## src/rtl/mw_subtractor.sv

```systemverilog
// Multi-word serial subtractor: streams operand words LS-first, carries the borrow
// between words and reports final borrow, zero flag and word count on the last word.
module mw_subtractor #(
    parameter int unsigned WIDTH = 8,
    parameter int unsigned CNT_W = 8
) (
    input  logic             clk,
    input  logic             rst_n,
    input  logic             in_valid,
    output logic             in_ready,
    input  logic [WIDTH-1:0] in_a,
    input  logic [WIDTH-1:0] in_b,
    input  logic             in_first,
    input  logic             in_last,
    output logic             out_valid,
    input  logic             out_ready,
    output logic [WIDTH-1:0] out_diff,
    output logic             out_last,
    output logic             out_borrow,
    output logic             out_zero,
    output logic [CNT_W-1:0] out_count,
    output logic             seq_err
);

    localparam logic [0:0] IDLE = 1'b0;
    localparam logic [0:0] RUN  = 1'b1;

    localparam logic [CNT_W-1:0] CNT_MAX = '1;
    localparam logic [CNT_W-1:0] CNT_ONE = CNT_W'(1);

    logic [0:0]       state, state_next;
    logic             borrow_r, borrow_next;
    logic             zero_acc, zero_next;
    logic [CNT_W-1:0] count, count_next;

    logic             accept;
    logic             chain_start;
    logic             frame_err;
    logic             bin;
    logic [WIDTH:0]   sub;
    logic             word_zero;

    // Single output register: a new word may enter whenever the slot drains this cycle.
    assign in_ready = !out_valid || out_ready;
    assign accept   = in_valid && in_ready;

    // Any word seen in IDLE, or a first-marked word mid-chain, begins a fresh chain.
    assign chain_start = (state == IDLE) || in_first;
    assign frame_err   = (state == IDLE) ? !in_first : in_first;
    assign bin         = chain_start ? 1'b0 : borrow_r;

    assign sub       = {1'b0, in_a} - {1'b0, in_b} - {{WIDTH{1'b0}}, bin};
    assign word_zero = (sub[WIDTH-1:0] == '0);

    always_comb begin
        state_next  = state;
        borrow_next = borrow_r;
        zero_next   = zero_acc;
        count_next  = count;
        if (accept) begin
            state_next  = in_last ? IDLE : RUN;
            borrow_next = in_last ? 1'b0 : sub[WIDTH];
            zero_next   = (chain_start ? 1'b1 : zero_acc) & word_zero;
            if (chain_start) begin
                count_next = CNT_ONE;
            end else if (count != CNT_MAX) begin
                count_next = count + CNT_ONE;
            end
        end
    end

    always_ff @(posedge clk or negedge rst_n) begin
        if (!rst_n) begin
            state    <= IDLE;
            borrow_r <= 1'b0;
            zero_acc <= 1'b1;
            count    <= '0;
        end else begin
            state    <= state_next;
            borrow_r <= borrow_next;
            zero_acc <= zero_next;
            count    <= count_next;
        end
    end

    always_ff @(posedge clk or negedge rst_n) begin
        if (!rst_n) begin
            out_valid  <= 1'b0;
            out_diff   <= '0;
            out_last   <= 1'b0;
            out_borrow <= 1'b0;
            out_zero   <= 1'b0;
            out_count  <= '0;
            seq_err    <= 1'b0;
        end else begin
            seq_err <= accept && frame_err;
            if (accept) begin
                out_valid  <= 1'b1;
                out_diff   <= sub[WIDTH-1:0];
                out_last   <= in_last;
                out_borrow <= in_last && sub[WIDTH];
                out_zero   <= in_last && zero_next;
                out_count  <= in_last ? count_next : '0;
            end else if (out_ready) begin
                out_valid <= 1'b0;
            end
        end
    end

endmodule

```

## config.mk

```make
export PLATFORM = sky130hd
export DESIGN_NAME = mw_subtractor
export DESIGN_NICKNAME = d
export VERILOG_FILES = /design/src/rtl/mw_subtractor.sv
export SDC_FILE = /design/constraint.sdc
export NUM_CORES = 1
export LEC_CHECK = 0
export CAP_MARGIN = 0
export CORE_ASPECT_RATIO = 0.8
export CORE_MARGIN = 8
export CORE_UTILIZATION = 35
export DETAILED_ROUTE_END_ITERATION = 12
export PLACE_DENSITY = 0.64
export SLEW_MARGIN = 20
export SYNTH_ARGS = -nofsm -noshare
export SYNTH_HDL_FRONTEND = slang
export SYNTH_SLANG_ARGS = --single-unit
```

## constraint.sdc

```tcl
create_clock -name clk -period 4.1 [get_ports clk]
set_input_delay 0.82 -clock clk [delete_from_list [all_inputs] [get_ports clk]]
set_output_delay 0.82 -clock clk [all_outputs]
set_load 0.05 [all_outputs]
```

## After elaboration in Yosys (flattened, before gate mapping)

Index checks and enable logic that the tools add are counted.

| storage, ports and cells | value |
|---|---|
| output and inout port bits | 22 |
| flip-flop bits (word level) | 32 |
| input port bits | 22 |
| word-level logic and storage cells | 39 |

| operators by class | value |
|---|---|
| equal/unequal tests | 1 |
| add/sub/neg operators | 3 |
| multiplexer cells | 12 |
| bitwise operators | 2 |
| reductions and logical operators | 10 |

Operators by type and width:

| kind | number |
|---|---|
| two-way mux 8 bit | 4 |
| subtractor 8 x 8 -> 9 bit | 1 |
| subtractor 9 x 1 -> 9 bit | 1 |
| adder 8 x 1 -> 8 bit (second input constant) | 1 |
| logical NOT 8 bit | 1 |
| two-way mux 1 bit | 8 |
| != test 8 bit (second input constant) | 1 |
| logical AND 1 bit | 4 |
| logical NOT 1 bit | 2 |
| logical OR 1 bit | 2 |
| nonzero test 2 bit | 1 |
| AND 1 bit | 1 |
| NOT 1 bit | 1 |

## Longest topological paths before layout

| depth | value |
|---|---|
| word-level depth | 8 |
| gate-level depth with buffers | 12 |
| depth with buffers taken out | 11 |

## Worst setup path before layout

Ideal clock, no wire load.

| timing | value |
|---|---|
| path type | in2reg |
| from | input in_first |
| to | register out_zero |
| data required time | 4,005 ps |
| stages | 11 |
| path buffers | 1 |
| setup time | 95 ps |
| data arrival time | 3,131 ps |
| path slack | 874 ps |
| cell sequence | inv_1 ha_1 clkbuf_1 nand2_1 fa_1 ha_1 and2_1 or3_1 a211oi_1 o2111ai_1 o31ai_1 |

| between the ends | value |
|---|---|
| longest elaborated chain between the ends | 7 |
| elaborated cells between the ends (all ways) | 8 |
| classes of those cells | add/sub (1); mux (3); bitwise (1); reduce/logical (3) |

RTL lines:

| what | line | source |
|---|---|---|
| start: declaration | 13 | `input logic in_first,` |
| logical OR 1 bit * | 48 | `assign chain_start = (state == IDLE) \|\| in_first;` |
| two-way mux 1 bit | 50 | `assign bin = chain_start ? 1'b0 : borrow_r;` |
| subtractor 9 x 1 -> 9 bit | 52 | `assign sub = {1'b0, in_a} - {1'b0, in_b} - {{WIDTH{1'b0}}, bin};` |
| logical NOT 8 bit | 53 | `assign word_zero = (sub[WIDTH-1:0] == '0);` |
| AND 1 bit * | 63 | `zero_next = (chain_start ? 1'b1 : zero_acc) & word_zero;` |
| two-way mux 1 bit * | 60 | `if (accept) begin` |
| logical AND 1 bit * | 102 | `out_zero <= in_last && zero_next;` |
| end signal: assignment | 102 |  |
| end: declaration | 20 | `output logic out_zero,` |

Every way passes the cells marked *; elsewhere a longest branch is shown, timed or not.
A chain may end at the register's enable or synchronous reset.

## Final worst setup path

Ends and elaborated chain as after synthesis.

==> results.yml <==
outcome:
  status: "finished clean"
power_and_ir_drop:
  p_total_mw: 1.02
  power_density_nw_per_um2: 393
  vdd_drop_max_v: 0.000188
  p_leak_nw: 1.20
layout:
  area_growth_pct: 32.5
  nFillCells: 530
  drive_gt1_share_pct: 7.49
  final_nets: 306
  antenna_cells: 0
  stdcell_count: 345
timing:
  setup_tns_ps: 0
  rsz0062_at_grt: "no"
  hold_ws_ps: 475
  setup_viol: 0
  min_period_ps: 3320
  finalHoldViolations: 0
  tightest_slew_ps: 525
  fmax_mhz: 301
  period_share_pct: 80.9
  clock-skew-final_ps: 10.9
  slew_headroom_pct: 64.9
  maxSlewViolCount: 0
global_route:
  grt_pass1_wl_um: 7600
  overflow: 0
  grt_util_all_layers_pct: 11.3
  grt_pass1_vias: 1618
  grt_start_max_net_pins: 33
  grt_antenna_before_repair: 0
die:
  fp-row-count: 24
  pin_count: 44
  core_um2: 5440
  die_w_um: 99.7
  die_area_um2: 8270
  start_util_pct: 36.1
  die_y_um: 82.9
worst_setup_path:
  critPathCaptureType: "flip-flop"
  slowest_delay_ps: 400
  r2r_slack_ps: 1430
  slowest_stage: "clkdlybuf4s50_1"
  worstPathArrival_ps: 3520
  cp-start-kind: "primary input"
  worst_path_most_repeated_cell: "ha_1"
  cp.required_ps: 4300
  reg2reg_depth: 9
  timing.rr.start: "state"
  r2r-end: "out_zero"
  worstPathCellList: "clkdlybuf4s50_1 > inv_1 > ha_1 > nand2_1 > fa_1 > ha_1 > and2_1 > or3_1 > a211oi_1 > o2111ai_1 > o31ai_1"
  cp_num_buf_inv: 2
  critPathKind: "in -> reg"
  path_delay_family: "adder cells"
  critPathMaxFanout: 3
clocking:
  ctsHoldBuffers: 0
  htree_num_levels: 2
  cts-root-buf: "clkbuf_8"
  cts_tree: "done"
  cts.sinks: 32
  post_cts_buffers: 0
  clk_latency_ps: 290
  clk_pin_slew_worst_paths_ps: 70
  cts_resized: 0
  cts_made_buffers: 5
  cts_buffer_depth: 2
detailed_routing:
  m1WireLength_um: 2210
  drt_iter0_markers: 91
  wl_um: 4480
  antenna_left: 0
  drt_pass1_iterations: 4
  drt_drc_violations_left: 0
  vias: 1619
  routedWlPerCell_um: 13.0
  dr_wl_met3_um: 243
  wl_met2_um: 1960
  viasPerCell: 4.69
  dr.max_layer_used: "met4"
logic_synthesis:
  synth_largest_area_cell: "dfrtp_1"
  yosys.area.top_type_share_pct: 39.6
  syn_inst: 219
  synth-async-reset-ratio_pct: 100
  ys_warn_count: 0
  ys.flop_type: "dfrtp_1"
  synth_nets: 259
  synth-seq-area-share_pct: 40.9
  synth-seq-cells: 32
  synth-edff-count: 0
  avgSynthCellArea_um2: 8.95
  synth.cell_area_um2: 1960
  synth_cell_types: 41
  synthTopCellsByArea: "dfrtp_1 40%, ha_1 10%, nand2_1 7.5%"
flow_run:
  cap_violations: 0
worst_hold_path:
  holdPathStages: 2
  min_from: "borrow_r"
  holdPathEnd: "borrow_r"
  min_path_type: "reg -> reg"
placed_design:
  dp_cells: 337
  gp_congestion: 0.786
  hpwl_um: 3440
  io_buffers: 43
## metal layers
metal	track usage [%]	up-vias
met4	4.94	0
met3	3.50	5
li1	-	838
met1	15.3	736
met5	0	-
met2	15.8	40
## worst max-delay path by stage
stage | from | endpoint | slack [ps] | cells after the start
after CTS | in_first | out_zero | 830 | 11
after global routing | in_first | out_zero | 680 | 11
after global placement | in_first | out_zero | 620 | 11
final | in_first | out_zero | 780 | 11
after floorplan | in_first | out_zero | 870 | 11
after detailed placement | in_first | out_zero | 510 | 11
## worst reg2reg max path: cells and delay by family, from the launching register on
family / cells / cell delay, ps
AOI/OAI and AO/OA: 3 / 780
adders and majority gates: 3 / 870
DFF: 1 / 350
and+or+nand+nor: 3 / 600
## cell usage after synthesis (2+ instances only)
library cell	count
a21o_1	3
a21oi_1	6
a22o_1	3
and2_1	2
and3_1	2
and4_4	2
clkbuf_1	6
dfrtp_1	31
fa_1	2
ha_1	16
inv_1	24
mux2_2	2
nand2_1	39
nand2b_1	4
nand3_1	8
nand4_1	2
nor2_1	7
nor2b_1	2
o21a_1	2
o21ai_0	25
o22ai_1	2
o31ai_1	3
or3_1	3
xnor2_1	4
xor2_1	3
## where the power goes
| group | internal (mW) | switching [mW] | total (mW) |
|---|---|---|---|
| registers | 0.351 | 0.0246 | 0.376 |
| logic | 0.133 | 0.214 | 0.346 |
| clock network | 0.180 | 0.119 | 0.300 |
| total | 0.664 | 0.358 | 1.02 |
## cells in the final DEF, fill, tap and decap left out, types with 2 or more instances in the layout
master | synthesis | layout
xor2_1 | 3 | 3
dfrtp_1 | 31 | 31
or3_1 | 3 | 3
fa_1 | 2 | 2
a21o_1 | 3 | 3
and4_4 | 2 | 2
clkdlybuf4s50_1 | 0 | 43
ha_1 | 16 | 16
xnor2_1 | 4 | 4
and3_1 | 2 | 2
buf_4 | 0 | 4
a21oi_1 | 6 | 6
o22ai_1 | 2 | 2
nand3_1 | 8 | 8
a22o_1 | 3 | 3
o21a_1 | 2 | 2
nand2b_1 | 4 | 4
mux2_2 | 2 | 2
nor2b_1 | 2 | 2
clkbuf_8 | 0 | 5
nand2_1 | 39 | 39
nor2_1 | 7 | 7
nand4_1 | 2 | 2
o21ai_0 | 25 | 25
o31ai_1 | 3 | 3
and2_1 | 2 | 2
inv_1 | 24 | 24
## kinds of logic after synthesis
kind of cell,Yosys count,share of synthesized area (%)
compound gates,50,15.5
xor+xnor,7,3.13
mux,4,2.42
simple gates,77,19.8
flops,32,40.9
buf+inv,31,6.00
fa+ha+maj,18,12.3
## registers in the layout (all words and copies together) (netlist names)
name and cells:
out_last 1, zero_acc 1, state 1, out_valid 1
borrow_r 1, count 8, out_count 8, seq_err 1
out_borrow 1, out_zero 1, out_diff 8
## stage by stage
stage	setup WS (ps)	area, µm²	util [%]
global placement	623	2490	45.8
floorplan	874	1960	-
finish	782	2600	47.8
detailed placement	514	2490	45.8
CTS	834	2600	47.8
global route	683	2600	47.8
## layout make-up
cell class	instances	area [µm²]	share of cell area, %
clock buffer	6	72.6	2.79
clock inverter	2	35.0	1.35
inverter	24	90.1	3.47
multi-input combinational	156	1040	40.1
sequential	32	802	30.9
tap	78	97.6	3.76
timing repair buffer	47	460	17.7
No activity file was read; power rests on OpenSTA's default activity.
